### src/rtl/chromatic_sequencer_if.sv
// Button/brightness bus between the chromatic sequencer and whatever drives its
// buttons and consumes its outputs. The auto_en line exists only when the
// AUTO_CYCLE_EN macro is defined.
interface chromatic_sequencer_if #(
  parameter int PWM_BITS = 8
);
  logic                color_btn_n;
  logic                dim_btn_n;
  logic                up_down;
`ifdef AUTO_CYCLE_EN
  logic                auto_en;
`endif
  logic                f_edge;
  logic                pwm_out;
  logic [PWM_BITS-1:0] level;
  logic [2:0]          color_idx;

`ifdef AUTO_CYCLE_EN
  modport master (
    output color_btn_n, dim_btn_n, up_down, auto_en,
    input  f_edge, pwm_out, level, color_idx
  );
  modport slave (
    input  color_btn_n, dim_btn_n, up_down, auto_en,
    output f_edge, pwm_out, level, color_idx
  );
`else
  modport master (
    output color_btn_n, dim_btn_n, up_down,
    input  f_edge, pwm_out, level, color_idx
  );
  modport slave (
    input  color_btn_n, dim_btn_n, up_down,
    output f_edge, pwm_out, level, color_idx
  );
`endif
endinterface

### src/rtl/chromatic_sequencer.sv
// Control front-end for the chromatic RGB matrix driver: debounces the colour and
// dim buttons, emits the one-cycle colour-advance pulse f_edge, tracks the driver
// colour index and generates the PWM brightness gate (pwm_out = 1 -> LEDs off).
// Optional feature: define AUTO_CYCLE_EN to add an auto-advance timer gated by auto_en.
module chromatic_sequencer #(
  parameter int DEB_CYCLES  = 500000,
  parameter int PWM_BITS    = 8,
  parameter int STEP        = 16,
  parameter int AUTO_CYCLES = 50000000
) (
  input logic                  clk,
  input logic                  rst_n,
  chromatic_sequencer_if.slave bus
);

  localparam int                DEB_W    = (DEB_CYCLES > 1) ? $clog2(DEB_CYCLES) : 1;
  localparam logic [DEB_W-1:0]  DEB_LAST = DEB_W'(DEB_CYCLES - 1);
  localparam logic [PWM_BITS-1:0] LVL_MAX = '1;
  localparam logic [PWM_BITS:0] STEP_EXT = (PWM_BITS + 1)'(STEP);

  typedef enum logic [1:0] {
    DEB_IDLE,
    DEB_CHK_PRESS,
    DEB_HELD,
    DEB_CHK_REL
  } deb_state_t;

  // Button index 0 = colour, 1 = dim.
  logic [1:0]       btn_raw_n;
  logic [1:0]       sync_meta;
  logic [1:0]       sync_q;
  deb_state_t       deb_state     [2];
  deb_state_t       deb_state_nxt [2];
  logic [DEB_W-1:0] deb_cnt       [2];
  logic [DEB_W-1:0] deb_cnt_nxt   [2];
  logic [1:0]       accept;

  logic                advance;
  logic                auto_tick;
  logic                f_edge_q;
  logic [2:0]          color_idx_q;
  logic [PWM_BITS-1:0] pending;
  logic [PWM_BITS-1:0] pending_nxt;
  logic [PWM_BITS:0]   sum_up;
  logic [PWM_BITS-1:0] level_q;
  logic [PWM_BITS-1:0] pwm_cnt;
  logic                pwm_out_q;

  assign btn_raw_n = {bus.dim_btn_n, bus.color_btn_n};

  // Two-flop synchronisers; idle level of an active-low button is 1.
  always_ff @(posedge clk or negedge rst_n) begin
    if (!rst_n) begin
      sync_meta <= '1;
      sync_q    <= '1;
    end else begin
      // NOTE: state registers use non-blocking assignment so every flop samples
      // pre-edge values; blocking here would collapse the synchroniser to one stage.
      sync_meta <= btn_raw_n;
      sync_q    <= sync_meta;
    end
  end

  // Debounce state and counter registers for both buttons.
  always_ff @(posedge clk or negedge rst_n) begin
    if (!rst_n) begin
      for (int i = 0; i < 2; i++) begin
        deb_state[i] <= DEB_IDLE;
        deb_cnt[i]   <= '0;
      end
    end else begin
      for (int i = 0; i < 2; i++) begin
        deb_state[i] <= deb_state_nxt[i];
        deb_cnt[i]   <= deb_cnt_nxt[i];
      end
    end
  end

  // Debounce next-state: a press is accepted once, after DEB_CYCLES stable-low cycles.
  always_comb begin
    for (int i = 0; i < 2; i++) begin
      // NOTE: every output of a combinational block gets a default first, so no
      // path through the case leaves it unassigned and no latch is inferred.
      deb_state_nxt[i] = deb_state[i];
      deb_cnt_nxt[i]   = deb_cnt[i];
      accept[i]        = 1'b0;
      case (deb_state[i])
        DEB_IDLE: begin
          if (!sync_q[i]) begin
            deb_state_nxt[i] = DEB_CHK_PRESS;
            deb_cnt_nxt[i]   = '0;
          end
        end
        DEB_CHK_PRESS: begin
          if (sync_q[i]) begin
            deb_state_nxt[i] = DEB_IDLE;
          end else if (deb_cnt[i] == DEB_LAST) begin
            deb_state_nxt[i] = DEB_HELD;
            accept[i]        = 1'b1;
          end else begin
            deb_cnt_nxt[i] = deb_cnt[i] + 1'b1;
          end
        end
        DEB_HELD: begin
          if (sync_q[i]) begin
            deb_state_nxt[i] = DEB_CHK_REL;
            deb_cnt_nxt[i]   = '0;
          end
        end
        DEB_CHK_REL: begin
          if (!sync_q[i]) begin
            deb_state_nxt[i] = DEB_HELD;
          end else if (deb_cnt[i] == DEB_LAST) begin
            deb_state_nxt[i] = DEB_IDLE;
          end else begin
            deb_cnt_nxt[i] = deb_cnt[i] + 1'b1;
          end
        end
        default: deb_state_nxt[i] = DEB_IDLE;
      endcase
    end
  end

`ifdef AUTO_CYCLE_EN
  localparam int               AUTO_W    = (AUTO_CYCLES > 1) ? $clog2(AUTO_CYCLES) : 1;
  localparam logic [AUTO_W-1:0] AUTO_LAST = AUTO_W'(AUTO_CYCLES - 1);
  logic [AUTO_W-1:0] auto_timer;

  assign auto_tick = bus.auto_en && (auto_timer == AUTO_LAST);

  // Auto-advance timer; cleared whenever an advance is issued so a manual press
  // restarts the period, and held at zero while auto_en is low.
  always_ff @(posedge clk or negedge rst_n) begin
    if (!rst_n) begin
      auto_timer <= '0;
    end else if (!bus.auto_en || advance) begin
      auto_timer <= '0;
    end else begin
      auto_timer <= auto_timer + 1'b1;
    end
  end
`else
  assign auto_tick = 1'b0;
`endif

  // Coincident sources merge into a single advance.
  assign advance = accept[0] | auto_tick;

  // Registered colour-advance pulse and mirrored driver colour index (RED..BLACK).
  always_ff @(posedge clk or negedge rst_n) begin
    if (!rst_n) begin
      f_edge_q    <= 1'b0;
      color_idx_q <= 3'd0;
    end else begin
      f_edge_q <= advance;
      if (f_edge_q) begin
        color_idx_q <= (color_idx_q == 3'd6) ? 3'd0 : color_idx_q + 3'd1;
      end
    end
  end

  // Saturating brightness step; successive accepts build on the pending value.
  always_comb begin
    sum_up      = {1'b0, pending} + STEP_EXT;
    pending_nxt = pending;
    if (accept[1]) begin
      if (bus.up_down) begin
        pending_nxt = (sum_up > {1'b0, LVL_MAX}) ? LVL_MAX : sum_up[PWM_BITS-1:0];
      end else begin
        pending_nxt = ({1'b0, pending} < STEP_EXT) ? '0 : pending - STEP_EXT[PWM_BITS-1:0];
      end
    end
  end

  // PWM counter and gate; the active level only changes at the counter wrap so
  // one PWM period always uses a single level.
  always_ff @(posedge clk or negedge rst_n) begin
    if (!rst_n) begin
      pending   <= LVL_MAX;
      level_q   <= LVL_MAX;
      pwm_cnt   <= '0;
      pwm_out_q <= 1'b1;
    end else begin
      pending   <= pending_nxt;
      pwm_cnt   <= pwm_cnt + 1'b1;
      pwm_out_q <= (pwm_cnt >= level_q);
      if (pwm_cnt == LVL_MAX) begin
        level_q <= pending;
      end
    end
  end

  assign bus.f_edge    = f_edge_q;
  assign bus.pwm_out   = pwm_out_q;
  assign bus.level     = level_q;
  assign bus.color_idx = color_idx_q;

endmodule

### src/flat_wrapper.sv
// flat-port wrapper written by rule: the top's interface ports become plain ports
module chromatic_sequencer_flat 
#(
  parameter int DEB_CYCLES  = 500000,
  parameter int PWM_BITS    = 8,
  parameter int STEP        = 16,
  parameter int AUTO_CYCLES = 50000000
)
  (clk, rst_n, bus_color_btn_n, bus_dim_btn_n, bus_up_down, bus_f_edge, bus_pwm_out, bus_level, bus_color_idx);
  chromatic_sequencer_if #(.PWM_BITS(PWM_BITS)) bus_i ();
  input logic clk;
  input logic rst_n;
  input wire logic [$bits(bus_i.color_btn_n)-1:0] bus_color_btn_n;
  input wire logic [$bits(bus_i.dim_btn_n)-1:0] bus_dim_btn_n;
  input wire logic [$bits(bus_i.up_down)-1:0] bus_up_down;
  output wire logic [$bits(bus_i.f_edge)-1:0] bus_f_edge;
  output wire logic [$bits(bus_i.pwm_out)-1:0] bus_pwm_out;
  output wire logic [$bits(bus_i.level)-1:0] bus_level;
  output wire logic [$bits(bus_i.color_idx)-1:0] bus_color_idx;
  assign bus_i.color_btn_n = bus_color_btn_n;
  assign bus_i.dim_btn_n = bus_dim_btn_n;
  assign bus_i.up_down = bus_up_down;
  assign bus_f_edge = bus_i.f_edge;
  assign bus_pwm_out = bus_i.pwm_out;
  assign bus_level = bus_i.level;
  assign bus_color_idx = bus_i.color_idx;
  chromatic_sequencer #(.DEB_CYCLES(DEB_CYCLES), .PWM_BITS(PWM_BITS), .STEP(STEP), .AUTO_CYCLES(AUTO_CYCLES)) u_core (.clk(clk), .rst_n(rst_n), .bus(bus_i));
endmodule
### config.mk
export PLATFORM = sky130hd
export DESIGN_NAME = chromatic_sequencer_flat
export DESIGN_NICKNAME = d
export VERILOG_FILES = /design/src/rtl/chromatic_sequencer_if.sv /design/src/rtl/chromatic_sequencer.sv /design/src/flat_wrapper.sv
export SDC_FILE = /design/constraint.sdc
export NUM_CORES = 1
export LEC_CHECK = 0
export ABC_AREA = 1
export CORE_ASPECT_RATIO = 0.7
export CORE_UTILIZATION = 30
export CTS_CLUSTER_SIZE = 16
export DETAILED_ROUTE_END_ITERATION = 10
export HOLD_SLACK_MARGIN = 0.12
export PLACE_DENSITY = 0.43
export RECOVER_POWER = 25
export SLEW_MARGIN = 20
export SYNTH_ARGS = -nofsm -noshare
export SYNTH_HDL_FRONTEND = slang
export SYNTH_SLANG_ARGS = --single-unit
### constraint.sdc
create_clock -name clk -period 2.8 [get_ports clk]
set_input_delay 0.56 -clock clk [delete_from_list [all_inputs] [get_ports clk]]
set_output_delay 0.56 -clock clk [all_outputs]
set_load 0.05 [all_outputs]
==> run summary <==
In this run the post-CTS setup repair buffer count came out at 0. Among all flip-flop cells after synthesis, the most frequent one is sky130_fd_sc_hd__dfrtp_1. The leakage power figure is 2.13 nW. Of the cells placed in the final design, the portion with a size suffix greater than 1 is 0.0690. The count of yosys warnings during synthesis is 0.

In this design, the stage delay of the slowest critical-path cell is between 800 and 900 ps. On the final layout, the worst clock skew is 6.62 ps. The path class of the tightest hold or removal check is register to register. The congestion estimate from routability-driven global placement came to ~0.86. The fmax came out at around 440 MHz. The number of setup violations in the final report came out at 0.

The clock period minus final worst setup slack is ~2300 ps. The critical path depth came out at 1. After clock tree synthesis, the clock-pin slew on the worst setup and hold paths is about 60 ps. The aggregate negative setup slack is 0 ps. sky130_fd_sc_hd__dfrtp_1 takes more of the synthesized area than any other cell.

For this run, the number of standard cells in the final layout without fillers is a little under 800. The power per unit of standard cell area came out at about 490 nW/µm². The end-of-flow core utilization came out at 0.361. In this run the worst path has a maximum fanout of 6.

After detailed routing, the average wire length per cell comes to around 12 µm. The pre-antenna-repair detailed-routing pass consisted of 4 iterations. Setup repair after global routing left no endpoint under its margin. The register-to-register path setup slack is 720 ps.

After the last flow step, the layout net total stands at ~620. The signal arrival time at the worst endpoint is between 1500 and 2000 ps. The portion of synthesized cell area occupied by the leading cell type came out at 0.322. The hold-fix buffer count after cts came out at 0. After synthesis, the netlist uses 30 different library cells.

The synthesized area per cell came out at just over 7 µm². The critical path is of the register to primary output type. The core box area is around 13000 µm². The signal on the critical path passes through clkdlybuf4s50_1. The largest delay contributor family on the critical path is buffers and inverters. The critical path starts at u_core.bus.level[3]. The clock latency on the worst-skew pair came out at ~330 ps. Yosys attributes the largest share of cell area to sky130_fd_sc_hd__dfrtp_1 (32%), sky130_fd_sc_hd__nand2_1 (17%), sky130_fd_sc_hd__dfstp_2 (9.4%).

The worst slew margin relative to its limit is -0.215. The slew at the pin closest to its max-slew limit came out at 1820 ps. The number of diodes added for antenna fixing came out at 0. The area after detailed placement is 4530 µm². The global-route wire length before repair is 17200 µm. The combined buffer and inverter count along the critical path is 1.

The die outline area came out at 14500 µm². The cell at the root of the clock tree is sky130_fd_sc_hd__clkbuf_16. The post-detailed-route count of antenna-violating nets came out at 0. The worst register-to-register path begins at u_core.deb_cnt[0]. The number of cell instances on the worst register-to-register path is 9. Summing every instance area after synthesis gives between 4000 and 5000 µm². In the global route stage, overall resource usage came out at 0.154. The final reports fail on max-capacitance violations, max-slew violations. The final-report hold violation count is 0. The worst register-to-register path ends at u_core.deb_cnt[15]. In the finished design, the share of the clock period the worst path needs comes to 0.814.

The slowest stage of the critical path belongs to the cell sky130_fd_sc_hd__clkdlybuf4s50_1. The cell area after layout came out at 4840 µm². The total DRC errors in the routed layout came out at 0. The max-slew violation total from the final report is 70.

Yosys mapped a number of flops with a built-in enable equal to 0. The run finished, with violations left. Counting the fill cells in the layout gives roughly 1500. In this run the count of I/O pins placed on the die edge is 18. The CTS tree is built. The floorplan step set the die height to approximately 100 µm.

The total clock sinks is 69. The fraction of registers with async set/reset came out at 1.00. The tightest hold margin came out at roughly 360 ps. The clock passes through at most 2 buffers. Across the run, the number of max-cap violations was 1. For this block, the initial DRC count from the detailed router was between 150 and 200. The detailed-route wire length came out at between 9000 and 10000 µm. The CTS H-tree depth came out at 3. The final global-route overflow total is 0. The worst setup path is launched from a register. In the synthesized netlist, the cells that appear most often are sky130_fd_sc_hd__nand2_1 (192), sky130_fd_sc_hd__nor2_1 (81), sky130_fd_sc_hd__inv_1 (59). Of the synthesized area, sequential elements account for 0.416. The number of synthesized register bits is 69. The average vias per placed instance came out at 4.56. The post-cts resize count is 0. The clock buffer count from CTS came out at 9.

The synthesized netlist cell count came out at 586. The via count of the first global-routing pass came out at 3439. VDD sags by at most between 300 and 400 µV. By instance count, the leading cell after synthesis is sky130_fd_sc_hd__nand2_1. Detailed routing inserted a total of 3617 vias. The number of placement rows is 35.

The relative area change from synthesis to final layout is 15.5%. The count of placed standard cells including taps is 778. The number of port buffers came out at 17. The detailed-placement wirelength estimate came out at around 7100 µm. The total nets after synthesis is around 610. The largest net degree at the start of global routing came out at 70. The number of antenna violations at the first check in global routing is 0.

The initial standard-cell utilization of the core is 0.313. The floorplan step set the die width to 143 µm. The required time at the endpoint of the critical path is approximately 2200 ps. The kind of capture point of the worst setup path is a primary output. Following the worst setup path forward leads to its endpoint at bus_level[1].
## cell usage in the layout, fill, tap and decap left out, types with 6 or more instances in the layout
| master | n |
|---|---|
| sky130_fd_sc_hd__ha_1 | 14 |
| sky130_fd_sc_hd__o21ai_1 | 6 |
| sky130_fd_sc_hd__clkdlybuf4s50_1 | 14 |
| sky130_fd_sc_hd__clkbuf_16 | 9 |
| sky130_fd_sc_hd__nand3_1 | 52 |
| sky130_fd_sc_hd__dfrtp_1 | 54 |
| sky130_fd_sc_hd__inv_1 | 59 |
| sky130_fd_sc_hd__dfstp_2 | 15 |
| sky130_fd_sc_hd__a21oi_1 | 7 |
| sky130_fd_sc_hd__nand2_1 | 192 |
| sky130_fd_sc_hd__xor2_1 | 13 |
| sky130_fd_sc_hd__xnor2_1 | 6 |
| sky130_fd_sc_hd__nor2_1 | 81 |
| sky130_fd_sc_hd__o21bai_1 | 6 |
| sky130_fd_sc_hd__o21ai_0 | 30 |
| sky130_fd_sc_hd__nand4_1 | 17 |
## sequential cells by signal, indices dropped and copies added (netlist names), named ones only
| register | flops |
|---|---|
| u_core.deb_state | 2 |
| u_core.sync_q | 2 |
| u_core.bus.color_idx | 3 |
| u_core.bus.f_edge | 1 |
| u_core.pending | 5 |
| u_core.deb_cnt | 38 |
| u_core.pwm_cnt | 8 |
| u_core.bus.level | 5 |
| u_core.sync_meta | 2 |
| u_core.bus.pwm_out | 1 |
## kinds of logic after synthesis
logic type | Yosys count | synth area share
AND/OR/NAND/NOR | 357 | 0.359
buffers and inverters | 75 | 0.0764
flip-flops | 69 | 0.416
AO/OA/AOI/OAI | 52 | 0.0674
XOR/XNOR | 19 | 0.0397
adder cells (fa/ha/maj) | 14 | 0.0418
## worst min path at each step
| stage | end | cells past startpoint | slack (ps) | startpoint |
|---|---|---|---|---|
| 5_1_grt | u_core.sync_q[0] | 0 | 370 | u_core.sync_meta[0] |
| 6_report | u_core.sync_q[0] | 0 | 360 | u_core.sync_meta[0] |
| 4_1_cts | u_core.sync_q[0] | 0 | 360 | u_core.sync_meta[0] |
| 3_3_place_gp | u_core.sync_q[0] | 0 | 350 | u_core.sync_meta[0] |
| 3_5_place_dp | u_core.sync_q[0] | 0 | 350 | u_core.sync_meta[0] |
| 2_1_floorplan | async pin | 0 | 260 | rst_n |
## where the power goes
part	switching, mW	leakage (nW)	internal (mW)	total, mW
registers	0.0166	0.888	1.02	1.03
clock network	0.429	0.154	0.807	1.24
logic	0.0674	1.09	0.0226	0.0900
## final cells by class
| class | instances | area [µm²] | share of cell area |
|---|---|---|---|
| Multi-Input combinational cell | 442 | 2130 | 0.440 |
| Sequential cell | 69 | 1750 | 0.360 |
| Timing Repair Buffer | 19 | 180 | 0.0372 |
| Clock inverter | 3 | 68.8 | 0.0142 |
| Clock buffer | 13 | 250 | 0.0517 |
| Tap cell | 185 | 231 | 0.0478 |
| Inverter | 63 | 238 | 0.0491 |
## metrics by stage
| step | power (mW) | setup WS, ps |
|---|---|---|
| after global routing | 2.47 | 416 |
| after floorplan | 1.10 | 1210 |
| after global placement | 1.14 | 733 |
| after detailed placement | 1.14 | 663 |
| final | 2.36 | 521 |
| after CTS | 2.41 | 497 |
## routing by layer
| layer | GRT usage | wire length, µm |
|---|---|---|
| met1 | 0.229 | 5470 |
| met2 | 0.215 | 3850 |
| met3 | 0.0390 | 392 |
| met4 | 0.0442 | 95 |
| met5 | 0 | 0 |
Note: power is estimated with default switching activity, not from simulation.
